--- config.mk ---
export PLATFORM = sky130hd
export DESIGN_NAME = reg_decode_operand_unit
export DESIGN_NICKNAME = d
export VERILOG_FILES = /design/src/rtl/reg_decode_operand_unit_pkg.sv /design/src/rtl/reg_decode_operand_unit_reg_file_mw.sv /design/src/rtl/reg_decode_operand_unit.sv
export SDC_FILE = /design/constraint.sdc
export NUM_CORES = 2
export LEC_CHECK = 0
export CELL_PAD_IN_SITES_DETAIL_PLACEMENT = 0
export CELL_PAD_IN_SITES_GLOBAL_PLACEMENT = 2
export CORE_ASPECT_RATIO = 0.7
export CORE_MARGIN = 2
export CORE_UTILIZATION = 38
export CTS_BUF_LIST = sky130_fd_sc_hd__clkbuf_16
export CTS_CLUSTER_SIZE = 14
export DETAILED_ROUTE_END_ITERATION = 10
export GPL_ROUTABILITY_DRIVEN = 0
export PLACE_DENSITY_LB_ADDON = 0.12
export SLEW_MARGIN = 20
export SYNTH_ARGS = -nofsm -noshare
export SYNTH_HDL_FRONTEND = slang
export SYNTH_SLANG_ARGS = --single-unit
--- constraint.sdc ---
create_clock -name clk -period 2.6 [get_ports clk]
set_input_delay 0.26 -clock clk [delete_from_list [all_inputs] [get_ports clk]]
set_output_delay 0.26 -clock clk [all_outputs]
set_load 0.02 [all_outputs]
--- src/rtl/reg_decode_operand_unit_pkg.sv ---
// rtl/reg_decode_operand_unit_pkg.sv - operand select encodings shared by decode and execute
package reg_decode_operand_unit_pkg;

    localparam int OP1_W = 2;
    localparam int OP2_W = 3;

    typedef enum logic [OP1_W-1:0] {
        OP1_X   = 2'd0,
        OP1_RS1 = 2'd1,
        OP1_PC  = 2'd2
    } op1_sel_e;

    typedef enum logic [OP2_W-1:0] {
        OP2_X   = 3'd0,
        OP2_RS2 = 3'd1,
        OP2_IMI = 3'd2,
        OP2_IMS = 3'd3,
        OP2_IMJ = 3'd4,
        OP2_IMU = 3'd5
    } op2_sel_e;

endpackage

--- src/rtl/reg_decode_operand_unit_reg_file_mw.sv ---
// rtl/reg_decode_operand_unit_reg_file_mw.sv - multi-write-port register file with bypassed reads
module reg_file_mw #(
    parameter int  XLEN = 32,
    parameter int  NREG = 32,
    parameter int  NWB  = 2,
    localparam int AW   = $clog2(NREG)
) (
    input  logic                     clk,
    input  logic                     reset,
    input  logic [NWB-1:0]           wb_en,
    input  logic [NWB*AW-1:0]        wb_addr,
    input  logic [NWB*XLEN-1:0]      wb_data,
    input  logic [1:0][AW-1:0]       raddr,
    output logic [1:0][XLEN-1:0]     rdata
);

    logic [XLEN-1:0] regs_q [NREG];
    logic [XLEN-1:0] regs_d [NREG];

    // Ports are applied in ascending order so the younger (higher) port wins.
    always_comb begin
        regs_d = regs_q;
        for (int i = 0; i < NWB; i++) begin
            if (wb_en[i]) begin
                regs_d[wb_addr[i*AW +: AW]] = wb_data[i*XLEN +: XLEN];
            end
        end
        regs_d[0] = '0;
    end

    always_ff @(posedge clk or negedge reset) begin
        if (!reset) begin
            for (int r = 0; r < NREG; r++) begin
                regs_q[r] <= '0;
            end
        end else begin
            regs_q <= regs_d;
        end
    end

    always_comb begin
        for (int p = 0; p < 2; p++) begin
            rdata[p] = regs_q[raddr[p]];
            for (int i = 0; i < NWB; i++) begin
                if (wb_en[i] && (wb_addr[i*AW +: AW] == raddr[p])) begin
                    rdata[p] = wb_data[i*XLEN +: XLEN];
                end
            end
            if (raddr[p] == '0) begin
                rdata[p] = '0;
            end
        end
    end

endmodule

--- src/rtl/reg_decode_operand_unit.sv ---
// rtl/reg_decode_operand_unit.sv - decode-stage regfile, operand select, scoreboard and output stage
module reg_decode_operand_unit
    import reg_decode_operand_unit_pkg::*;
#(
    parameter int  XLEN = 32,
    parameter int  NREG = 32,
    parameter int  NWB  = 2,
    localparam int AW   = $clog2(NREG)
) (
    input  logic                  clk,
    input  logic                  reset,
    input  logic                  in_valid,
    output logic                  in_ready,
    input  logic [AW-1:0]         op1_addr,
    input  logic [AW-1:0]         op2_addr,
    input  logic [AW-1:0]         rd_addr,
    input  logic                  rd_en,
    input  logic [XLEN-1:0]       pc,
    input  logic [XLEN-1:0]       imm,
    input  logic [OP1_W-1:0]      op1,
    input  logic [OP2_W-1:0]      op2,
    output logic                  out_valid,
    input  logic                  out_ready,
    output logic [XLEN-1:0]       rs1_data,
    output logic [XLEN-1:0]       rs2_data,
    output logic [AW-1:0]         out_rd_addr,
    output logic                  out_rd_en,
    input  logic                  flush,
    input  logic [NWB-1:0]        wb_en,
    input  logic [NWB*AW-1:0]     wb_addr,
    input  logic [NWB*XLEN-1:0]   wb_data,
    output logic [NREG-1:0]       busy
);

    logic [1:0][XLEN-1:0] rf_rdata;
    logic [XLEN-1:0]      op1_val;
    logic [XLEN-1:0]      op2_val;
    logic [NREG-1:0]      wb_hit;
    logic [NREG-1:0]      busy_eff;
    logic                 stall;
    logic                 accept;

    logic                 out_valid_q,   out_valid_d;
    logic [XLEN-1:0]      rs1_q,         rs1_d;
    logic [XLEN-1:0]      rs2_q,         rs2_d;
    logic [AW-1:0]        out_rd_addr_q, out_rd_addr_d;
    logic                 out_rd_en_q,   out_rd_en_d;
    logic [NREG-1:0]      busy_q,        busy_d;

    reg_file_mw #(
        .XLEN (XLEN),
        .NREG (NREG),
        .NWB  (NWB)
    ) u_rf (
        .clk     (clk),
        .reset   (reset),
        .wb_en   (wb_en),
        .wb_addr (wb_addr),
        .wb_data (wb_data),
        .raddr   ({op2_addr, op1_addr}),
        .rdata   (rf_rdata)
    );

    always_comb begin
        case (op1)
            OP1_RS1: op1_val = rf_rdata[0];
            OP1_PC:  op1_val = pc;
            default: op1_val = '0;
        endcase
    end

    always_comb begin
        case (op2)
            OP2_RS2:                         op2_val = rf_rdata[1];
            OP2_IMI, OP2_IMS, OP2_IMJ, OP2_IMU: op2_val = imm;
            default:                         op2_val = '0;
        endcase
    end

    // A write-back landing this cycle is bypassed, so it also resolves the hazard.
    always_comb begin
        wb_hit = '0;
        for (int i = 0; i < NWB; i++) begin
            if (wb_en[i]) begin
                wb_hit[wb_addr[i*AW +: AW]] = 1'b1;
            end
        end
    end

    assign busy_eff = busy_q & ~wb_hit;
    assign stall    = ((op1 == OP1_RS1) && busy_eff[op1_addr])
                   || ((op2 == OP2_RS2) && busy_eff[op2_addr])
                   || (rd_en && busy_eff[rd_addr]);
    assign in_ready = !stall && !flush && (!out_valid_q || out_ready);
    assign accept   = in_valid && in_ready;

    always_comb begin
        out_valid_d   = out_valid_q;
        rs1_d         = rs1_q;
        rs2_d         = rs2_q;
        out_rd_addr_d = out_rd_addr_q;
        out_rd_en_d   = out_rd_en_q;
        busy_d        = busy_q & ~wb_hit;
        if (flush) begin
            out_valid_d = 1'b0;
            if (out_valid_q && out_rd_en_q) begin
                busy_d[out_rd_addr_q] = 1'b0;
            end
        end else if (accept) begin
            out_valid_d   = 1'b1;
            rs1_d         = op1_val;
            rs2_d         = op2_val;
            out_rd_addr_d = rd_addr;
            out_rd_en_d   = rd_en && (rd_addr != '0);
            if (rd_en && (rd_addr != '0)) begin
                busy_d[rd_addr] = 1'b1;
            end
        end else if (out_valid_q && out_ready) begin
            out_valid_d = 1'b0;
        end
        busy_d[0] = 1'b0;
    end

    always_ff @(posedge clk or negedge reset) begin
        if (!reset) begin
            out_valid_q   <= 1'b0;
            rs1_q         <= '0;
            rs2_q         <= '0;
            out_rd_addr_q <= '0;
            out_rd_en_q   <= 1'b0;
            busy_q        <= '0;
        end else begin
            out_valid_q   <= out_valid_d;
            rs1_q         <= rs1_d;
            rs2_q         <= rs2_d;
            out_rd_addr_q <= out_rd_addr_d;
            out_rd_en_q   <= out_rd_en_d;
            busy_q        <= busy_d;
        end
    end

    assign out_valid   = out_valid_q;
    assign rs1_data    = rs1_q;
    assign rs2_data    = rs2_q;
    assign out_rd_addr = out_rd_addr_q;
    assign out_rd_en   = out_rd_en_q;
    assign busy        = busy_q;

endmodule

# Yosys cells after proc, flatten, opt, wreduce, memory -nomap -nowiden
# Cells that the tools add are included.
# word_totals
register_bits	1094
wordCells	151
out_inout_bits	104
inputBits	166
# op_classes
eq_ne	11
n_reduce_logical	31
order_cmp	16
n_mux	45
n_bitwise	11
# ops
operator	count
$bwmux W1024	2
$mux W1024	1
$mux W992	1
$mux W32	18
$bmux W32 S5	2
$demux W32 S5	2
$pmux W32 S2	2
$and A32 B32 Y32	2
$not A32 Y32	2
$or A32 B32 Y32	2
$lt A5 B6 Y1 const B	6
$ge A6 B6 Y1 const B	4
$not A5 Y6	4
$demux W1 S5	4
$eq A5 B5 Y1	4
$ge A5 B1 Y1 const B	4
$logic_and A1 B1 Y1	19
$bmux W1 S5	3
$lt A6 B1 Y1 const B	2
$logic_not A5 Y1	2
$mux W1	10
$eq A3 B2 Y1 const B	2
$eq A3 B3 Y1 const B	2
$reduce_bool A5 Y1	1
other kinds (9)	13

# Depth between registers and ports, before layout
# logic_depth
depth_word	20
mapped_depth	13
ltp_nobuf	8

# By module
# A second synthesis with hierarchy kept.
# unflattened
cells_unflattened	7192
area_unflattened_um2	70792.9
# modules_own_cells
mod	n_inst	area_each_um2	seq_area_each_um2	cells_per_inst
reg_file_mw	1	64070.2	24823.8	6540
reg_decode_operand_unit	1	6722.7	2552.4	652

# Least setup slack after synthesis
# Ideal clock, no wire load.
# synth_path
path_type	input to register
startpoint	input op2_addr[0]
endpoint	register rs2_q[0] (netlist: rs2_data[0])
setup_ps	128
cell_stages	10
slack_ps	-440
n_path_buf	3
t_required_ps	2472
t_arrival_ps	2913
path_cell_list	clkbuf_1 -> clkbuf_1 -> buf_1 -> mux4_2 -> mux4_2 -> mux2i_1 -> nor2_1 -> o221ai_1 -> nand2_1 -> mux2_1
# synth_via
elab_chain_len	10
# synth_rtl
element	line_no	source
from (decl)	reg_decode_operand_unit.sv:15	input logic [AW-1:0] op2_addr,
branches (longest 10 deep; another with $bmux W32 S5)	n/a	
to (signal assigned)	reg_decode_operand_unit.sv:135	rs2_q <= rs2_d;
to (decl)	reg_decode_operand_unit.sv:45	logic [XLEN-1:0] rs2_q, rs2_d;
# Several ways; the timed one is not identified. The select of a mux whose other input is x is not followed.
# A chain may end at the register's enable or synchronous reset.

# Final worst setup path
# layout_path
startpoint	register busy_q[10] (netlist: busy[10])
endpoint	output in_ready
# layout_via
elab_chain_len	9
# layout_rtl
element	line_no	source
from (decl)	reg_decode_operand_unit.sv:48	logic [NREG-1:0] busy_q, busy_d;
from (signal assigned)	reg_decode_operand_unit.sv:138	busy_q <= busy_d;
$and A32 B32 Y32 (*)	reg_decode_operand_unit.sv:90	assign busy_eff = busy_q & ~wb_hit;
$bmux W1 S5, on equally long branches	reg_decode_operand_unit.sv:91, reg_decode_operand_unit.sv:92	
$mux W1, on equally long branches	reg_decode_operand_unit.sv:91, reg_decode_operand_unit.sv:92	
$logic_and A1 B1 Y1, on equally long branches	reg_decode_operand_unit.sv:91, reg_decode_operand_unit.sv:92	
$logic_or A1 B1 Y1	reg_decode_operand_unit.sv:92	|| ((op2 == OP2_RS2) && busy_eff[op2_addr])
$logic_or A1 B1 Y1 (*)	reg_decode_operand_unit.sv:93	|| (rd_en && busy_eff[rd_addr]);
$logic_not A1 Y1 (*)	reg_decode_operand_unit.sv:94	assign in_ready = !stall && !flush && (!out_valid_q || out_ready);
$logic_and A1 B1 Y1 (*) (2 in series)	reg_decode_operand_unit.sv:94	
to (decl)	reg_decode_operand_unit.sv:13	output logic in_ready,
# Every way passes the cells marked *; elsewhere a longest branch is shown, timed or not. The select of a mux whose other input is x is not followed.

==> out/results.ini <==
[timing]
slew_headroom = 0.218
grt_setup_unrepaired = yes
whs_ns = 0.138
slew_viol_final = 0
setup_viol = 73
hold_viol = 0
fmax_ghz = 0.322
post-route-period-util = 1.20
period_minus_slack_ns = 3.11
setup_ws_ns = -0.507
worst_pin_slew_ns = 1.17
finalClockSkew_ns = 0.0239

[synth]
ys_seq_area_frac = 0.396
yosysWarnings = 0
synth-main-ff-cell = dfrtp_1
synth.distinct_cells = 78
synth_commonest_cells = 1094 x dfrtp_1, 1067 x mux2i_1, 732 x nand2_1
synth_edf_count = 0
ys_ff_latch = 1094
synth_area_um2 = 69100
netlist.area_leader.share = 0.396
synth_cells = 6587
synth_async_sr_flop_share = 1.00
syn_nets = 6755
yosysMostFrequentCell = dfrtp_1
synth_area_leader_cell = dfrtp_1
avgSynthCellArea_um2 = 10.5
ys_top_cells_by_area = dfrtp_1 40%, mux4_2 18%, mux2i_1 15%

[route]
wl_per_cell_um = 35.8
route.detailed.drc = 0
drt_first_pass_iters = 7
drt_iter0_markers = 8655
ant_nets = 0
vias_per_cell = 6.32
wl_mm = 340
routed-via-count = 60000

[clocking]
clk_pin_slew_worst_paths_ns = 0.06
cts_tree = done
numCtsBuffers = 120
cts_htree_levels = 3
clockBufferDepth = 3
cts.sinks = 1094
cts_root_buffer = clkbuf_16
clkLatencyLatePin_ns = 0.79

[pwr]
p_leak_nw = 38.3
power_mw = 60.4
powerDensity_nw_per_um2 = 703
vdd_drop_max_mv = 0.570

[finish]
drive_gt1_frac = 0.256
fin_nets = 7162
syn_to_final_growth_pct = 24.3
fillers = 16400

[setup_path]
critPathSlowestCell = nor4_4
arrival_ns = 2.85
path_max_fanout = 3
slowest_delay_ns = 0.48
critPathCaptureType = primary output
path_cells = o221ai_2 -> buf_4 -> nor2_2 -> nor4_2 -> nor4_4 -> buf_4 -> o2111ai_4 -> nand3_4 -> inv_2 -> buf_6
critPathLaunchType = register
critPathKind = register to primary output
crit_top_cell = buf_4
critPathRequiredTime_ns = 2.34

[grt]
grt_pass1_vias = 56800
grt_max_degree = 93
grt_antenna_before_repair = 10
grt_overflow = 0
grt_pass1_wl_mm = 472
grt_use_total = 0.360

[min_path]
hold_path_class = input pin to register

[floorplan]
dieArea_um2 = 185000
core_um2 = 180000
fp.dieH_um = 361
start_util = 0.384
rows = 130
ioPinCount = 270
die_w_um = 514

[place]
portBuffers = 268
dp_hpwl_mm = 221
pre_cts_ws_ns = -1.43

[status]
violations = setup timing
status = finished with violations

[flow_run]
max_cap_violations = 0

## through the flow
step | TNS [ns] | utilization | cells | cell area (um^2)
global route | -26.21 | 0.477 | 9479 | 85900
floorplan | 0 | - | 6587 | 69600
detailed placement | -221.30 | 0.449 | 9210 | 80800
CTS | -21.72 | 0.475 | 9469 | 85600
finish | -28.72 | 0.477 | 9481 | 85900
global placement | -223.95 | 0.449 | 9210 | 80800
## power by group
group / switching, mW / internal, mW / total [mW] / leakage, nW
Combinational: 7.80 / 9.36 / 17.2 / 22.9
Clock: 8.06 / 10.1 / 18.2 / 1.99
Sequential: 3.65 / 21.4 / 25.1 / 13.4
Total: 19.5 / 40.9 / 60.4 / 38.3
## state kept, by name (all words and copies together), names as in the netlist
signal       flops
rs2_data        32
u_rf.regs_q    992
out_rd_en        1
busy            31
rs1_data        32
out_valid        1
out_rd_addr      5
## worst max-delay path, delay by kind of cell, from the launching register on
family          cells  cell delay, ns
compound gates      2            0.30
flops               1            0.44
buf+inv             4            0.56
simple gates        4            0.76
## layer usage
layer	share of wire	routed length (um)	global-route usage	vias up
li1	-	-	-	24900
met1	0.45	152000	0.542	31000
met2	0.42	143000	0.514	3525
met3	0.097	33100	0.0768	582
met4	0.036	12400	0.112	0
met5	0	0	0	-
## worst paths after layout
path | slack [ns] | startpoint | end | cells past startpoint
max | -0.51 | busy[10]$_DFF_PN0_ | in_ready | 10
min | 0.14 | op1_addr[4] | rs1_data[9]$_DFFE_PN0P_ | 4
min reg2reg | 0.50 | rs1_data[8]$_DFFE_PN0P_ | rs1_data[8]$_DFFE_PN0P_ | 1
max reg2reg | -0.46 | busy[10]$_DFF_PN0_ | rs1_data[20]$_DFFE_PN0P_ | 14
min in group asynchronous | 0.27 | reset | u_rf.regs_q[899]$_DFF_PN0_ | 3
max in group asynchronous | 1.59 | reset | rs1_data[24]$_DFFE_PN0P_ | 3
## layout make-up
type	instances	area, um^2	area share
flip-flops and latches	1094	27400	0.319
diodes	8	20.0	0.000233
repair buffers	1100	11800	0.137
clock inverters	102	906	0.0105
inverters	16	62.6	0.000728
clock buffers	123	3080	0.0358
multi-input cells	4662	39700	0.462
well taps	2376	2970	0.0346
## logic make-up after synthesis
family	share of synthesized area
XOR/XNOR	0.00266
flip-flops	0.396
AND/OR/NAND/NOR	0.0920
AO/OA/AOI/OAI	0.111
other	0.0000542
adder cells (fa/ha/maj)	0.000362
multiplexers	0.352
buffers and inverters	0.0457
## layout by cell type, fill, tap and decap left out, types with 62 or more instances in the layout
master	Yosys	final
a21oi_1	547	546
mux2_4	0	62
dfrtp_1	1094	1090
nand2_1	732	698
mux2i_1	1067	1067
buf_12	0	215
buf_4	1	605
clkbuf_16	0	123
nor2_1	687	655
o21ai_0	480	475
mux4_2	556	556
clkdlybuf4s50_1	0	246
## what timing repair did
item	4_1_cts	5_1_grt
endpoints found under the hold margin	601	0
gates cloned	9	0
endpoints found under the setup margin	103	103
pin swaps	13	5
hold buffers	2	0
buffers inserted	24	9
gates resized for setup	86	96
(Power assumes the default switching activity.)
